File: src/rtl/switch_debouncer.sv
// switch_debouncer: synchronizes a raw, bouncy level input into the clk
// domain and accepts a level change only after DEBOUNCE_CYCLES consecutive
// synchronized samples at the new level. Rejected candidate transitions are
// tallied in a saturating 8-bit glitch counter for debug.
module switch_debouncer #(
    parameter int SYNC_STAGES     = 2,
    parameter int DEBOUNCE_CYCLES = 16,
    parameter int CNT_W           = 5
) (
    input  logic       clk,
    input  logic       rst,
    input  logic       din,
    input  logic       clr_glitch,
    output logic       dout,
    output logic       busy,
    output logic [7:0] glitch_count
);

    typedef enum logic [1:0] {
        ST_LOW      = 2'd0,
        ST_CHK_HIGH = 2'd1,
        ST_HIGH     = 2'd2,
        ST_CHK_LOW  = 2'd3
    } state_t;

    // Last count value before a candidate is accepted; the counter never
    // advances past it, so it cannot wrap.
    localparam logic [CNT_W-1:0] CNT_LAST = CNT_W'(DEBOUNCE_CYCLES - 1);
    localparam logic [CNT_W-1:0] CNT_ONE  = {{(CNT_W-1){1'b0}}, 1'b1};
    localparam logic [CNT_W-1:0] CNT_ZERO = {CNT_W{1'b0}};

    logic [SYNC_STAGES-1:0] sync_r;
    logic                   sync_in_s;
    state_t                 state_r;
    state_t                 state_nxt_s;
    logic [CNT_W-1:0]       cnt_r;
    logic [CNT_W-1:0]       cnt_nxt_s;
    logic                   glitch_s;
    logic                   dout_r;
    logic                   busy_r;
    logic [7:0]             glitch_r;

    // Saturating increment: holds at all-ones instead of wrapping to zero.
    function automatic logic [7:0] sat_inc8(input logic [7:0] value);
        if (value == 8'hFF) begin
            return value;
        end else begin
            return value + 8'd1;
        end
    endfunction

    // Only the first flop of this chain ever samples the asynchronous din.
    always_ff @(posedge clk) begin
        if (!rst) begin
            sync_r <= {SYNC_STAGES{1'b0}};
        end else begin
            sync_r <= {sync_r[SYNC_STAGES-2:0], din};
        end
    end

    assign sync_in_s = sync_r[SYNC_STAGES-1];

    // Next-state logic: qualify a candidate level, or drop it as a glitch.
    always_comb begin
        state_nxt_s = state_r;
        cnt_nxt_s   = cnt_r;
        glitch_s    = 1'b0;
        case (state_r)
            ST_LOW: begin
                if (sync_in_s) begin
                    // This sample is the first of the qualifying run.
                    state_nxt_s = ST_CHK_HIGH;
                    cnt_nxt_s   = CNT_ONE;
                end else begin
                    state_nxt_s = ST_LOW;
                    cnt_nxt_s   = CNT_ZERO;
                end
            end
            ST_CHK_HIGH: begin
                if (!sync_in_s) begin
                    state_nxt_s = ST_LOW;
                    cnt_nxt_s   = CNT_ZERO;
                    glitch_s    = 1'b1;
                end else if (cnt_r == CNT_LAST) begin
                    state_nxt_s = ST_HIGH;
                    cnt_nxt_s   = CNT_ZERO;
                end else begin
                    state_nxt_s = ST_CHK_HIGH;
                    cnt_nxt_s   = cnt_r + CNT_ONE;
                end
            end
            ST_HIGH: begin
                if (!sync_in_s) begin
                    state_nxt_s = ST_CHK_LOW;
                    cnt_nxt_s   = CNT_ONE;
                end else begin
                    state_nxt_s = ST_HIGH;
                    cnt_nxt_s   = CNT_ZERO;
                end
            end
            ST_CHK_LOW: begin
                if (sync_in_s) begin
                    state_nxt_s = ST_HIGH;
                    cnt_nxt_s   = CNT_ZERO;
                    glitch_s    = 1'b1;
                end else if (cnt_r == CNT_LAST) begin
                    state_nxt_s = ST_LOW;
                    cnt_nxt_s   = CNT_ZERO;
                end else begin
                    state_nxt_s = ST_CHK_LOW;
                    cnt_nxt_s   = cnt_r + CNT_ONE;
                end
            end
            default: begin
                state_nxt_s = ST_LOW;
                cnt_nxt_s   = CNT_ZERO;
            end
        endcase
    end

    // State and stability counter registers.
    always_ff @(posedge clk) begin
        if (!rst) begin
            state_r <= ST_LOW;
            cnt_r   <= CNT_ZERO;
        end else begin
            state_r <= state_nxt_s;
            cnt_r   <= cnt_nxt_s;
        end
    end

    // Outputs are decoded from the next state and registered, so they track
    // the state register exactly and have no path from din.
    always_ff @(posedge clk) begin
        if (!rst) begin
            dout_r <= 1'b0;
            busy_r <= 1'b0;
        end else begin
            dout_r <= (state_nxt_s == ST_HIGH) || (state_nxt_s == ST_CHK_LOW);
            busy_r <= (state_nxt_s == ST_CHK_HIGH) || (state_nxt_s == ST_CHK_LOW);
        end
    end

    // Glitch tally: clear wins over a coincident rejection.
    always_ff @(posedge clk) begin
        if (!rst) begin
            glitch_r <= 8'd0;
        end else if (clr_glitch) begin
            glitch_r <= 8'd0;
        end else if (glitch_s) begin
            glitch_r <= sat_inc8(glitch_r);
        end else begin
            glitch_r <= glitch_r;
        end
    end

    assign dout         = dout_r;
    assign busy         = busy_r;
    assign glitch_count = glitch_r;

endmodule
File: config.mk
export PLATFORM = sky130hd
export DESIGN_NAME = switch_debouncer
export DESIGN_NICKNAME = d
export VERILOG_FILES = /design/src/rtl/switch_debouncer.sv
export SDC_FILE = /design/constraint.sdc
export NUM_CORES = 1
export LEC_CHECK = 0
export ABC_CLOCK_PERIOD_IN_PS = 2400
export CELL_PAD_IN_SITES_DETAIL_PLACEMENT = 1
export CELL_PAD_IN_SITES_GLOBAL_PLACEMENT = 1
export CORE_MARGIN = 2
export CORE_UTILIZATION = 47
export CTS_CLUSTER_SIZE = 8
export DETAILED_ROUTE_END_ITERATION = 8
export DONT_BUFFER_PORTS = 1
export PLACE_DENSITY = 0.81
export SYNTH_ARGS = -nofsm -noshare
export SYNTH_HDL_FRONTEND = slang
export SYNTH_SLANG_ARGS = --single-unit
File: constraint.sdc
create_clock -name clk -period 2.4 [get_ports clk]
set_input_delay 0.48 -clock clk [delete_from_list [all_inputs] [get_ports clk]]
set_output_delay 0.48 -clock clk [all_outputs]
set_load 0.1 [all_outputs]
After elaboration in Yosys (flattened, before gate mapping)
Index checks and enable logic that the tools add are counted.
{ "word_totals": {"ff_bits": 19, "inputBits": 4, "out_inout_bits": 10, "word_cells": 39} }
{ "op_classes": {"add_sub_neg": 2, "eq_ne": 8, "n_mux": 16, "bitwise_logic": 2, "reduce_logical": 5} }
{ "ops": {"columns": ["operator", "n"], "rows": [
  ["$pmux W5 S4", 1],
  ["$mux W5", 3],
  ["$add A8 B1 Y8 const B", 1],
  ["$eq A2 B2 Y1 const B", 4],
  ["$eq A8 B8 Y1 const B", 1],
  ["$mux W2", 4],
  ["$pmux W2 S4", 1],
  ["$mux W1", 6],
  ["$add A5 B1 Y5 const B", 1],
  ["$eq A5 B4 Y1 const B", 1],
  ["$eq A2 B1 Y1 const B", 2],
  ["$logic_not A2 Y1", 1],
  ["$logic_or A1 B1 Y1", 2],
  ["$not A1 Y1", 2],
  ["$pmux W1 S2", 1],
  ["$reduce_and A2 Y1", 1],
  ["$reduce_or A2 Y1", 1]
]} }

Depth between registers and ports, before layout
Gate-level depths: netlist (run 1).
{ "logic_depth": {"ltp_word": 6, "ltp_mapped": 5, "depth_no_buf": 5} }

Worst setup path before layout (run 1)
OpenSTA, ideal clock, no wires.
{ "synth_timing": {"path_type": "register -> register", "start": "register glitch_r[0], in the netlist glitch_count[0]", "end": "register glitch_r[1], in the netlist glitch_count[1]", "setup_time_ps": 126, "arrival_ps": 2013, "t_required_ps": 2274, "slack_ps": 260, "path_stages_with_launch": 6, "period_less_slack_ps": 2140, "cell_sequence": "dfxtp_1 ha_1 nand3_1 o211ai_1 mux2i_1 nor2_1"} }
{ "synth_between": {"elab_chain_len": 3, "elab_cells_between_ends": 4} }
{ "synth_rtl": {"columns": ["item", "line", "rtl"], "rows": [
  ["start: declaration", "41", "logic [7:0] glitch_r;"],
  ["start signal: assignment", "151", "glitch_r <= sat_inc8(glitch_r);"],
  ["start signal: assignment", "153", "glitch_r <= glitch_r;"],
  ["branches (longest 3 deep; another with $add A8 B1 Y8)", null, null]
]} }
Several ways; the timed one is not identified.
A chain may end at the register's enable or synchronous reset.

Final worst setup path (run 1)
{ "layout_timing": {"start": "register glitch_r[3], in the netlist glitch_count[3]", "end": "output glitch_count[3]"} }
{ "layout_rtl": {"columns": ["item", "line", "rtl"], "rows": [
  ["end: declaration", "16", "output logic [7:0] glitch_count"]
]} }
No word-level cell between the ends.

==> impl_metrics.yaml, run 1 <==
global_route:
  antenna_found_initial: 0
  grt_pass1_wl_um: 3040
  grt_usage_pct: 21.9
  grt_max_degree: 11
  overflow: 0
  grt_pass1_vias: 643
routing:
  drtAntennaViolNets: 0
  dr.first_iter.drc_count: 19
  vias: 660
  drc: 0
  viasPerCell: 6.00
  drtPass1Iterations: 4
  routed_wl_um: 1850
  wl_per_cell_um: 16.8
timing:
  period_share_pct: 68.0
  skew_ps: 0.451
  fmax_ghz: 0.612
  hold_ws_ps: 297
  setup_viol: 0
  hold_violations: 0
  slew_headroom_pct: 75.5
  post-route-min-period_ps: 1630
  rsz0062_at_grt: "no"
  tns_ps: 0
  tightest_slew_ps: 366
  slew_viol_final: 0
worst_setup_path:
  critical_path_arrival_ps: 1150
  slowest_delay_ps: 500
  cp-startpoint: "glitch_count[3]$_SDFFE_PP0P_"
  crit_buf_inv: 1
  startpoint_type: "register"
  slowest_stage: "dfxtp_1"
  crit_fanout: 8
  crit_path_cell_trace: "buf_4"
  crit_type: "register to primary output"
  cp-end-kind: "primary output"
  required_ps: 1920
  timing.rr.start: "glitch_count[4]$_SDFFE_PP0P_"
  cp_top_family: "flip-flops"
final_layout:
  multi_input_area_um2: 395
  fin_nets: 101
  register_area_um2: 360
  drive_above_1_share_pct: 19.1
  finalInstanceArea_um2: 895
  fillerInstances: 186
  area_growth_pct: 16.6
  diodes: 0
synth:
  yosysMostFrequentCell: "dfxtp_1"
  synthTopCellsByCount: "dfxtp_1, nor2_1, nand2_1"
  synth_edf_count: 0
  avgSynthCellArea_um2: 9.47
  synth-seq-area-share_pct: 47.0
  yosys-top-cells-area: "dfxtp_1, nor2_1, mux2i_1"
  synth-main-ff-cell: "dfxtp_1"
  ys_warn_count: 0
  synth_top_area_share_pct: 47.0
  synth_area_leader_cell: "dfxtp_1"
  syn_inst: 81
  async_flop_share_pct: 0
  synth_area_um2: 767
  synth_cell_types: 29
  synthesis.nets: 87
  synth_seq_cells: 18
power:
  power_switching_mw: 0.114
  p_comb_share_pct: 3.3
  p_sw_share_pct: 22.1
  p_seq_share_pct: 59.4
  power_density_mw_per_mm2: 573
  power.internal_mw: 0.399
  leakagePower_nw: 0.363
  p_clk_share_pct: 37.4
  p_total_mw: 0.513
  vdd_ir_drop_max_uv: 445
clocking:
  cts_max_level: 1
  clk_path_buf_depth: 2
  clkLatencyLatePin_ps: 300
  ctsResizeCount: 0
  cts_buffers: 3
  clock-root-buffer: "clkbuf_4"
  path_clk_slew_ps: 110
  ctsHoldBuffers: 0
  cts_tree: "yes"
  cts_sinks: 18
  cts_setup_buffers: 0
placement:
  dpl.hpwl_um: 1290
  gp_congestion: 0.787
  place_area_um2: 858
  io_buffer_count: 0
status:
  status: "finished, final reports clean"
floorplan:
  core-area_mm2: 0.00152
  dieArea_mm2: 0.00197
  row_count: 14
  die_x_um: 44.4
  start_util_pct: 50.3
  ioPinCount: 14
  dieHeight_um: 44.4
min_path:
  hp-start: "rst"
  min_path_type: "input pin to register"
run:
  drv_cap: 0
[metrics by stage]
stage               utilization (%)  worst slack [ps]  cells
finish                         58.7               767    110
global route                   58.7               647    110
CTS                            58.7               774    110
detailed placement             56.3               789    106
global placement               56.3               902    106
floorplan                         -               260     81
[cell families (layout without fill, tap and decap cells)]
kind of cell | after synthesis | after routing | share of synthesized area [%]
adder cells (fa/ha/maj) | 2 | 2 | 3.26
buffers and inverters | 3 | 16 | 1.47
AO/OA/AOI/OAI | 14 | 14 | 14.0
multiplexers | 3 | 3 | 3.92
AND/OR/NAND/NOR | 37 | 37 | 24.8
XOR/XNOR | 4 | 4 | 5.55
flip-flops | 18 | 18 | 47.0
[power groups by stage]
| stage | Combinational [mW] | Sequential (mW) | Clock, mW |
|---|---|---|---|
| floorplan | 0.00867 | 0.316 | 0 |
| global placement | 0.0161 | 0.311 | 0 |
| detailed placement | 0.0165 | 0.311 | 0 |
| CTS | 0.0169 | 0.305 | 0.195 |
| global route | 0.0180 | 0.305 | 0.214 |
| finish | 0.0168 | 0.304 | 0.192 |
[state kept, by name, summed over array words and instances, names as in the netlist]
signal	count
sync_r	2
cnt_r	5
glitch_count	8
state_r	2
busy	1
[area by class of cell]
| type | instances | area share, % |
|---|---|---|
| Multi-Input combinational cell | 60 | 44.2 |
| Sequential cell | 18 | 40.3 |
| Timing Repair Buffer | 10 | 8.39 |
| Clock buffer | 4 | 4.06 |
| Tap cell | 16 | 2.24 |
| Inverter | 2 | 0.839 |
[path summary, 6_finish.rpt]
path	to	slack, ps	depth (start not counted)
max	glitch_count[3]	770	1
min	sync_r[0]$_SDFF_PN0_	300	1
max reg2reg	glitch_count[1]$_SDFFE_PP0P_	770	5
min reg2reg	cnt_r[4]$_SDFF_PN0_	440	2
[metal layers]
layer	share of wire, %	GRT usage (%)	vias to the layer above	routed length [µm]
met5	0	0	-	0
met4	1.2	9.09	0	23
met3	3.8	4.90	4	71
met2	49	33.2	17	910
met1	46	29.9	320	844
li1	-	-	319	-
[placed cells by master (no fill, tap or decap), types with 2 or more instances in the layout]
cell type and n:
a211oi_1 2, a21oi_1 2, a311oi_1 2, a31oi_1 2, and2_1 3, and3_2 2, buf_4 10, clkbuf_4 3
dfxtp_1 18, ha_1 2, inv_1 2, mux2i_1 3, nand2_1 5, nand3_1 4, nand4_1 3, nor2_1 10
nor2b_1 4, nor3_1 3, xnor2_1 2
(Power assumes the default switching activity.)
==> run 2, diff against run 1 <==
==> config.mk (replaced) <==
export PLATFORM = sky130hd
export DESIGN_NAME = switch_debouncer
export DESIGN_NICKNAME = d
export VERILOG_FILES = /design/src/rtl/switch_debouncer.sv
export SDC_FILE = /design/constraint.sdc
export NUM_CORES = 1
export LEC_CHECK = 0
export ABC_CLOCK_PERIOD_IN_PS = 1450
export CELL_PAD_IN_SITES_DETAIL_PLACEMENT = 1
export CELL_PAD_IN_SITES_GLOBAL_PLACEMENT = 1
export CORE_MARGIN = 2
export CORE_UTILIZATION = 40
export CTS_CLUSTER_SIZE = 8
export DETAILED_ROUTE_END_ITERATION = 8
export DONT_BUFFER_PORTS = 1
export PLACE_DENSITY = 0.74
export SYNTH_ARGS = -nofsm -noshare
export SYNTH_HDL_FRONTEND = slang
export SYNTH_SLANG_ARGS = --single-unit
==> constraint.sdc (replaced) <==
create_clock -name clk -period 1.45 [get_ports clk]
set_input_delay 0.29 -clock clk [delete_from_list [all_inputs] [get_ports clk]]
set_output_delay 0.29 -clock clk [all_outputs]
set_load 0.1 [all_outputs]
==> impl_metrics.yaml, run 2 (synthesized netlist as in run 1, its figures left out) <==
worst_setup_path:
  reg2reg_to: "glitch_count[1]$_SDFFE_PP0P_"
  startpoint_type: "register"
  cp-end-kind: "register"
  critical_path_arrival_ps: 1540
  reg2reg_slack_ps: 100
  reg2reg_depth: 5
  timing.rr.start: "glitch_count[0]$_SDFFE_PP0P_"
  cp-startpoint: "glitch_count[0]$_SDFFE_PP0P_"
  cp-endpoint: "glitch_count[1]$_SDFFE_PP0P_"
  crit_fanout: 4
  required_ps: 1640
  crit_type: "register to register"
global_route:
  grt_max_degree: 11
  grt_pass1_wl_um: 2750
  antenna_found_initial: 0
  grt_usage_pct: 18.0
  grt_pass1_vias: 616
  overflow: 0
final_layout:
  fin_nets: 106
  diodes: 0
  utilization_pct: 56.5
  area_growth_pct: 30.0
  largest_reg_flops: 8
  final_common_cell: "buf_4"
  final_cell_mix: "buf_4, nor2_1, dfxtp_4"
  fillerInstances: 217
  drive_above_1_share_pct: 37.4
timing:
  period_share_pct: 93.2
  post-route-min-period_ps: 1350
  hold_violations: 0
  tns_ps: 0
  rsz0062_at_grt: "no"
  tightest_slew_ps: 329
  skew_ps: 4.45
  slew_headroom_pct: 78.0
  setup_viol: 0
  slew_viol_final: 0
  fmax_ghz: 0.740
placement:
  gp_congestion: 0.771
  io_buffer_count: 0
  dpl.hpwl_um: 1320
routing:
  routed_wl_um: 1680
  vias: 642
  drtPass1Iterations: 4
  drc: 0
  wl_per_cell_um: 13.6
  dr.first_iter.drc_count: 3
  drtAntennaViolNets: 0
  viasPerCell: 5.18
power:
  power_density_mw_per_mm2: 830
  p_total_mw: 0.828
  leakagePower_nw: 0.391
  vdd_ir_drop_max_uv: 769
min_path:
  min_path_type: "input pin to register"
floorplan:
  row_count: 15
  die_x_um: 47.8
  ioPinCount: 14
  start_util_pct: 43.5
  dieArea_mm2: 0.00228
  core-area_mm2: 0.00176
  dieHeight_um: 47.8
clocking:
  cts_buffers: 3
  cts_max_level: 1
  cts_tree: "yes"
  path_clk_slew_ps: 110
  cts_sinks: 18
  clkLatencyLatePin_ps: 290
  clock-root-buffer: "clkbuf_4"
  clk_path_buf_depth: 2
run:
  drv_cap: 0
status:
  status: "finished, final reports clean"
run 2: metal layers:
layer	global-route usage [%]	part of all wire (%)
met1	23.9	50
met2	27.2	45
met3	4.91	2.9
met4	8.11	1.1
met5	0	0
run 2: worst min path at each step:
| stage | startpoint | to | depth (start not counted) |
|---|---|---|---|
| final | rst | sync_r[1]$_SDFF_PN0_ | 1 |
| after CTS | rst | sync_r[1]$_SDFF_PN0_ | 1 |
| after global routing | rst | sync_r[0]$_SDFF_PN0_ | 1 |
| after detailed placement | rst | sync_r[1]$_SDFF_PN0_ | 1 |
| after global placement | rst | sync_r[0]$_SDFF_PN0_ | 1 |
| after floorplan | cnt_r[4]$_SDFF_PN0_ | cnt_r[4]$_SDFF_PN0_ | 2 |
run 2: stage by stage:
stage / hold WS, ps / instance area (µm²) / worst slack [ps] / std cells
2_1_floorplan: 410 / 813 / -37.5 / 81
3_3_place_gp: 416 / 953 / 88.2 / 120
3_5_place_dp: 417 / 953 / 53.1 / 120
4_1_cts: 105 / 990 / 33.4 / 124
5_1_grt: 92.0 / 997 / 1.17 / 124
6_report: 115 / 997 / 98.3 / 124
run 2: layout make-up:
cell class / count / area (µm²) / area share (%)
Tap cell: 25 / 31.3 / 3.14
Multi-Input combinational cell: 60 / 413 / 41.4
Timing Repair Buffer: 15 / 113 / 11.3
Sequential cell: 18 / 397 / 39.8
Inverter: 2 / 7.51 / 0.753
Clock buffer: 4 / 36.3 / 3.64
run 2: critical path: stages, from the launching register on:
cell	delay (ps)
dfxtp_4	380
ha_4	150
nand3_1	130
o211ai_1	310
mux2i_1	220
nor2_1	50
run 2: power by group:
| group | total [mW] | internal (mW) | switching, mW |
|---|---|---|---|
| sequential | 0.487 | 0.483 | 0.00421 |
| combinational | 0.0310 | 0.0112 | 0.0198 |
| clock | 0.310 | 0.153 | 0.157 |
| total | 0.828 | 0.647 | 0.181 |
run 2: what timing repair did:
item                       in CTS  in global routing
setup endpoints to repair       0                  3
setup buffers                   0                  0
gates resized for setup         0                  4
hold endpoints to repair        0                  0
hold buffers                    0                  0
